<file path="config.mk">
export PLATFORM = sky130hd
export DESIGN_NAME = branch_resolve
export DESIGN_NICKNAME = d
export VERILOG_FILES = /design/src/rtl/branch_resolve.sv
export SDC_FILE = /design/constraint.sdc
export NUM_CORES = 1
export LEC_CHECK = 0
export CAP_MARGIN = 20
export CORE_ASPECT_RATIO = 1.4
export CORE_MARGIN = 4
export CORE_UTILIZATION = 41
export CTS_CLUSTER_SIZE = 14
export DETAILED_ROUTE_END_ITERATION = 7
export GPL_ROUTABILITY_DRIVEN = 0
export PLACE_DENSITY = 0.85
export SYNTH_ARGS = -nofsm -noshare
export SYNTH_HDL_FRONTEND = slang
export SYNTH_SLANG_ARGS = --single-unit
</file>
<file path="constraint.sdc">
create_clock -name clk -period 2.85 [get_ports clk]
set_input_delay 0.57 -clock clk [delete_from_list [all_inputs] [get_ports clk]]
set_output_delay 0.57 -clock clk [all_outputs]
set_load 0.02 [all_outputs]
</file>
<file path="src/rtl/branch_resolve.sv">
// Branch resolution for RV32I conditional branches: checks the EX outcome against
// the fetch-time prediction, raises a one-cycle flush and a held redirect on a
// mispredict, maintains the 2-bit predictor table and saturating perf counters.
module branch_resolve #(
    parameter int unsigned BHT_ENTRIES = 16,
    parameter int unsigned CNT_W       = 32
) (
    input  logic             clk,
    input  logic             rst_n,
    input  logic             ex_valid,
    input  logic [2:0]       ex_funct3,
    input  logic [31:0]      ex_cmp_out,
    input  logic [31:0]      ex_pc,
    input  logic [31:0]      ex_target,
    input  logic             ex_pred_taken,
    input  logic [31:0]      if_pc,
    output logic             if_pred_taken,
    output logic             redir_valid,
    output logic [31:0]      redir_pc,
    input  logic             redir_ready,
    output logic             flush,
    output logic [CNT_W-1:0] branch_count,
    output logic [CNT_W-1:0] mispredict_count
);

    localparam int unsigned IDX_W = $clog2(BHT_ENTRIES);

    typedef enum logic [2:0] {
        F3_BEQ  = 3'b000,
        F3_BNE  = 3'b001,
        F3_BLT  = 3'b100,
        F3_BGE  = 3'b101,
        F3_BLTU = 3'b110,
        F3_BGEU = 3'b111
    } branch_funct3_t;

    typedef enum logic {
        IDLE     = 1'b0,
        REDIRECT = 1'b1
    } state_t;

    state_t             state;
    state_t             state_nx;
    logic [31:0]        redir_pc_nx;
    logic               flush_nx;
    logic               legal;
    logic               accept;
    logic               taken;
    logic               mispredict;
    logic [IDX_W-1:0]   ex_idx;
    logic [IDX_W-1:0]   if_idx;
    logic [1:0]         bht_cur;
    logic [1:0]         bht_nx;
    logic [1:0]         bht [BHT_ENTRIES];
    logic               unused_bits;

    assign ex_idx        = ex_pc[IDX_W+1:2];
    assign if_idx        = if_pc[IDX_W+1:2];
    // Pre-update table read; a same-cycle write becomes visible next cycle
    assign if_pred_taken = bht[if_idx][1];
    assign redir_valid   = (state == REDIRECT);
    assign unused_bits   = ^{ex_cmp_out[31:1], if_pc[31:IDX_W+2], if_pc[1:0]};

    // Outcome decode and saturating predictor step for the EX branch
    always_comb begin
        legal      = ex_funct3 inside {F3_BEQ, F3_BNE, F3_BLT, F3_BGE, F3_BLTU, F3_BGEU};
        taken      = ex_cmp_out[0];
        mispredict = (taken != ex_pred_taken);
        bht_cur    = bht[ex_idx];
        bht_nx     = bht_cur;
        if (taken && (bht_cur != 2'b11)) begin
            bht_nx = bht_cur + 2'd1;
        end else if (!taken && (bht_cur != 2'b00)) begin
            bht_nx = bht_cur - 2'd1;
        end
    end

    // Next-state and registered-output next values
    always_comb begin
        state_nx    = state;
        redir_pc_nx = redir_pc;
        flush_nx    = 1'b0;
        accept      = 1'b0;
        case (state)
            IDLE: begin
                accept = ex_valid && legal;
                if (accept && mispredict) begin
                    state_nx    = REDIRECT;
                    flush_nx    = 1'b1;
                    redir_pc_nx = taken ? ex_target : (ex_pc + 32'd4);
                end
            end
            REDIRECT: begin
                if (redir_ready) begin
                    state_nx = IDLE;
                end
            end
            default: state_nx = IDLE;
        endcase
    end

    // State register
    always_ff @(posedge clk or negedge rst_n) begin
        if (!rst_n) begin
            state <= IDLE;
        end else begin
            state <= state_nx;
        end
    end

    // Redirect payload, flush pulse, perf counters and predictor table
    always_ff @(posedge clk or negedge rst_n) begin
        if (!rst_n) begin
            redir_pc         <= '0;
            flush            <= 1'b0;
            branch_count     <= '0;
            mispredict_count <= '0;
            for (int unsigned i = 0; i < BHT_ENTRIES; i++) begin
                bht[i] <= 2'b01;
            end
        end else begin
            redir_pc <= redir_pc_nx;
            flush    <= flush_nx;
            if (accept) begin
                bht[ex_idx] <= bht_nx;
                if (branch_count != '1) begin
                    branch_count <= branch_count + CNT_W'(1);
                end
                if (mispredict && (mispredict_count != '1)) begin
                    mispredict_count <= mispredict_count + CNT_W'(1);
                end
            end
        end
    end

endmodule
</file>
### Word-level counts from Yosys, hierarchy flattened

Index checks and enable logic that the tools add are counted.

| storage, ports and cells | value |
|---|---|
| flip-flop bits (word level) | 130 |
| bits in latches | 0 |
| RAM bits | 0 |
| ROM bits | 0 |
| logic and storage cells | 71 |
| memories kept | 0 |

| operators by class | value |
|---|---|
| add/sub/neg operators | 5 |
| multiply operators | 0 |
| div/mod/pow operators | 0 |
| magnitude comparators | 3 |
| equality and inequality tests | 9 |
| shifts and indexed selects | 0 |
| multiplexer cells | 17 |
| bitwise operators | 3 |
| reductions and logical operators | 13 |

Operators with widths:

| cell | number |
|---|---|
| $add 32x1->32 const B | 2 |
| $ne 32x32->1 const B | 2 |
| $add 32x3->32 const B | 1 |
| $bwmux 32 | 1 |
| $mux 32 | 1 |
| $bmux 2 s4 | 2 |
| $mux 2 | 7 |
| $eq 3x3->1 const B | 4 |
| $ge 5x5->1 const B | 2 |
| $not 4->5 | 2 |
| $demux 2 s4 | 1 |
| $logic_and 1x1->1 | 6 |
| $reduce_and 2->1 | 3 |
| $reduce_bool 6->1 | 1 |
| $lt 5x1->1 const B | 1 |
| $mux 1 | 4 |
| $eq 3x1->1 const B | 1 |
| $logic_not 3->1 | 1 |
| $add 2x1->2 const B | 1 |
| $ne 2x2->1 const B | 1 |
| $pmux 1 s2 | 1 |
| $reduce_bool 2->1 | 1 |
| $sub 2x1->2 const B | 1 |
| $logic_not 1->1 | 1 |
| 2 further kinds | 2 |

### Longest topological paths before layout

Gate-level depths: netlist of run 1.

| logic depth | value |
|---|---|
| depth after elaboration | 9 |
| mapped depth | 12 |

### Least setup slack after synthesis of run 1

No wires, ideal clock.

| timing path | value |
|---|---|
| path type | in2reg |
| start point | in ex_pc[2] |
| end point | reg bht[0] (netlist name) |
| library setup time | 0.061 ns |
| data arrival time | 2.692 ns |
| setup slack | 0.097 ns |
| stages | 11 |
| buffers on the path | 1 |
| path through | buf_6 > mux4_2 > nor2b_4 > a211oi_4 > inv_1 > nand2_1 > inv_1 > ha_1 > mux2i_1 > xor2_1 > mux2_2 |

| on the way | value |
|---|---|
| cells in the longest elaborated chain, start to end | 9 |
| elaborated cells on any way between the ends | 18 |

RTL lines:

| what | RTL line | source |
|---|---|---|
| start, declared | 13 | `input logic [31:0] ex_pc,` |
| $not 4->5 (not written as such) * | 69, 125 |  |
| parallel branches: the longest is 7 deep, another holds $sub 2x1->2 | -- |  |
| $bwmux 32 * | 125 | `bht[ex_idx] <= bht_nx;` |
| end signal, assigned by index | 125 |  |
| end, declared | 54 | `logic [1:0] bht [BHT_ENTRIES];` |

Every way passes the cells marked *. The select of a mux whose other input is x is not followed.
A chain may end at the register's enable or synchronous reset.

### Worst setup path after layout of run 1

| timing path | value |
|---|---|
| start point | reg bht[7] (netlist name) |
| end point | out if_pred_taken |

| on the way | value |
|---|---|
| cells in the longest elaborated chain, start to end | 3 |

RTL lines:

| what | RTL line | source |
|---|---|---|
| $bmux 2 s4 | 60 | `assign if_pred_taken = bht[if_idx][1];` |
| $mux 2 (not written as such) (2 in series) | 60 |  |
| end, declared | 17 | `output logic if_pred_taken,` |

Every way passes these cells. The select of a mux whose other input is x is not followed.

==> out/metrics.csv, run 1 <==
stage;metric;value;unit
timing;Fin Clk Skew;0.00747;ns
synth;Synth async-reset ratio;100;%
setup_path;arrival time worst endpoint;2.10;ns
synth;Synth area leaders;dfrtp_1 41%, xnor2_1 7.1%, mux2_2 6.2%;
layout;commonest non-fill, non-tap cell in the layout;clkdlybuf4s50_1;
synth;post-synthesis sequential area ratio;47.1;%
synth;Post-synth EDFFs;0;
timing;Final Max Tran Viols;0;
clock_network;CTS tree;built;
setup_path;Req. time, crit path;2.28;ns
floorplanning;die footprint;19100;µm²
layout;layout cells sized above 1;17.5;%
synth;yosys warns;0;
clock_network;worst skew pair latency;0.41;ns
setup_path;WP buf/inv;1;
synth;Distinct cells, synth;52;
place;cell total after placement;1040;
clock_network;CTS root buf;clkbuf_16;
setup_path;Crit path max-delay family;multiplexers;
synth;Synth Flop Type;dfrtp_1;
timing;post-layout minimum cycle time;2.67;ns
worst_hold_path;class of the worst hold path;in2async;
setup_path;cell mode on critical path;mux4_2;
layout;Design Area, Final;9740;µm²
setup_path;Crit. End Element;primary output;
global_routing;largest net degree at the start of global routing;93;
routing;drc violations;0;
setup_path;crit path cell chain;mux4_2 -> mux4_2 -> dlygate4sd2_1;
pwr;Lkg Pwr;4.12;nW
layout;most frequent cells in the layout;167 x clkdlybuf4s50_1, 114 x dfrtp_1, 65 x nand2_1;
clock_network;# clock sinks;130;
timing;setup ws final;0.182;ns
status;status;finished, final reports clean;
global_routing;vias in the first global route;6122;
timing;RSZ-0062 raised after global routing;false;
synth;area leader, netlist;dfrtp_1;
timing;Hold Fails Final Rpt;0;
routing;ANT nets after route;0;
layout;Layout Utilization;58.4;%
clock_network;htree depth;4;
floorplanning;Chip Width;118;µm
timing;period utilization;93.6;%
place;Port-buffer cells;174;
layout;Finished Layout Cells;1074;
floorplanning;row cnt;56;
clock_network;TritonCTS buffer count;17;
pwr;worst vdd ir;0.545;mV
clock_network;CTS max path bufs;2;
global_routing;first-pass GRT wire length;31300;µm
routing;drt initial violations;338;
layout;Final #Nets;1001;
floorplanning;core box area;16700;µm²
floorplanning;io pins;235;
timing;Tightest Pin Transition;0.638;ns
place;HPWL after DPL;14300;µm
synth;syn avg cell area;10.6;µm²
timing;Max-slew headroom;57.1;%
routing;via count;5799;
floorplanning;Initial Util;41.6;%
routing;DR vias/cell;5.40;
global_routing;GR Overflow Total;0;
place;placed inst area;9030;µm²
synth;register bit total from synthesis;130;
synth;top cell type's share of synthesized area;41.1;%
floorplanning;Die H;162;µm
setup_path;crit-path max FO;3;
routing;Pre-Repair DR Iteration Count;4;
synth;Synthesized Nets;801;
clock_network;Worst-path clk slew;0.06;ns
routing;WL per Instance;17.9;µm
layout;Area growth syn-to-layout;40.3;%
synth;Synth Instances;657;
place;pre-CTS WS;-0.822;ns
setup_path;CP Class;reg2out;
clock_network;postcts setup bufs;0;
timing;Final setup viols;0;
setup_path;crit start category;register;
synth;Netlist Area Pre-Place;6940;µm²
pwr;Cell Pwr Density;746;nW/µm²
timing;achievable clock frequency;375;MHz
timing;setup TNS;0;ns
run;max_cap viols;0;
global_routing;Global Route Usage Sum;20.3;%
setup_path;CP max stage cell;mux4_2;
global_routing;initial antenna violation count;1;
setup_path;crit-path max cell delay;0.48;ns
routing;Routed WL;19200;µm
==> report_power, final <==
group	switching, mW	internal [mW]
clock network	0.831	1.49
logic	1.06	1.15
registers	0.375	2.37
total	2.26	5.00
==> synthesized netlist by cell type (5+ instances only) <==
master / count
a21oi_1: 24
mux4_2: 9
nor2_1: 45
xor2_1: 36
and4_1: 11
mux2_2: 38
xnor2_1: 56
nor4_1: 7
and2_1: 5
nand4_1: 26
o21ai_0: 26
dfstp_2: 16
ha_1: 8
inv_1: 17
o22ai_1: 6
nor3_1: 11
clkbuf_1: 12
dfrtp_1: 114
nand3_1: 47
and3_1: 15
mux2i_1: 15
nand2_1: 65
==> worst paths after layout <==
check | to | startpoint | cells after the start | slack [ns]
min in group clk | redir_pc[20] | redir_pc[20] | 2 | 0.48
hold reg to reg | redir_pc[20] | redir_pc[20] | 2 | 0.48
setup reg to reg | bht[28] | bht[24] | 11 | 0.30
hold / removal | mispredict_count[5] | rst_n | 2 | 0.17
max in group asynchronous | bht[30] | rst_n | 2 | 2.21
setup / recovery | if_pred_taken | bht[7] | 3 | 0.18
==> final cells by class <==
cell class / instances / area, µm²
Clock buffer: 19 / 443
Tap cell: 203 / 254
Multi-Input combinational cell: 486 / 3560
Inverter: 18 / 67.6
Sequential cell: 130 / 3270
Clock inverter: 13 / 183
Antenna cell: 1 / 2.50
Fill cell: 1396 / 6940
Timing Repair Buffer: 204 / 1960
==> layer usage <==
layer	vias to the layer above	track usage, %	part of all wire (%)
met1	2868	23.8	40
met2	157	36.0	52
met3	42	3.94	4.1
met5	-	0	0
li1	2732	-	-
met4	0	9.07	3.4
==> sequential cells by signal, summed over array words and instances (netlist names) <==
name	count
redir_valid	1
branch_count	32
mispredict_count	32
redir_pc	32
flush	1
bht	32
==> cells by family (layout without fill, tap and decap cells) <==
family / Yosys count / count (layout) / synth area share [%]
AND/OR/NAND/NOR: 253 / 253 / 18.9
flip-flops: 130 / 130 / 47.1
XOR/XNOR: 92 / 92 / 11.6
AO/OA/AOI/OAI: 67 / 67 / 5.75
multiplexers: 65 / 66 / 12.2
buffers and inverters: 42 / 254 / 2.94
adder cells (fa/ha/maj): 8 / 8 / 1.44
other: 0 / 1 / 0
==> timing repair <==
action                                  in CTS  in global routing
gates cloned                                 1                  0
pin swaps                                    0                  1
hold endpoints to repair                     0                  0
endpoints found under the setup margin      33                 33
hold buffers                                 0                  0
resized for setup                           11                  9
==> metrics by stage <==
step	hold WS [ns]	total power [mW]
after detailed placement	0.469	4.84
final	0.171	7.27
after global placement	0.462	4.75
after global routing	0.236	7.60
after floorplan	0.274	3.86
after CTS	0.217	7.27
Power figures use the tool's default switching activity.
==> run 2, diff against run 1 <==
--- a/config.mk
+++ b/config.mk
@@ -5,7 +5,6 @@
 export SDC_FILE = /design/constraint.sdc
 export NUM_CORES = 1
 export LEC_CHECK = 0
-export CAP_MARGIN = 20
 export CORE_ASPECT_RATIO = 1.4
 export CORE_MARGIN = 4
 export CORE_UTILIZATION = 41
==> results of run 2 <==
No change in the layout: final DEF, timing and power equal those of run 1.
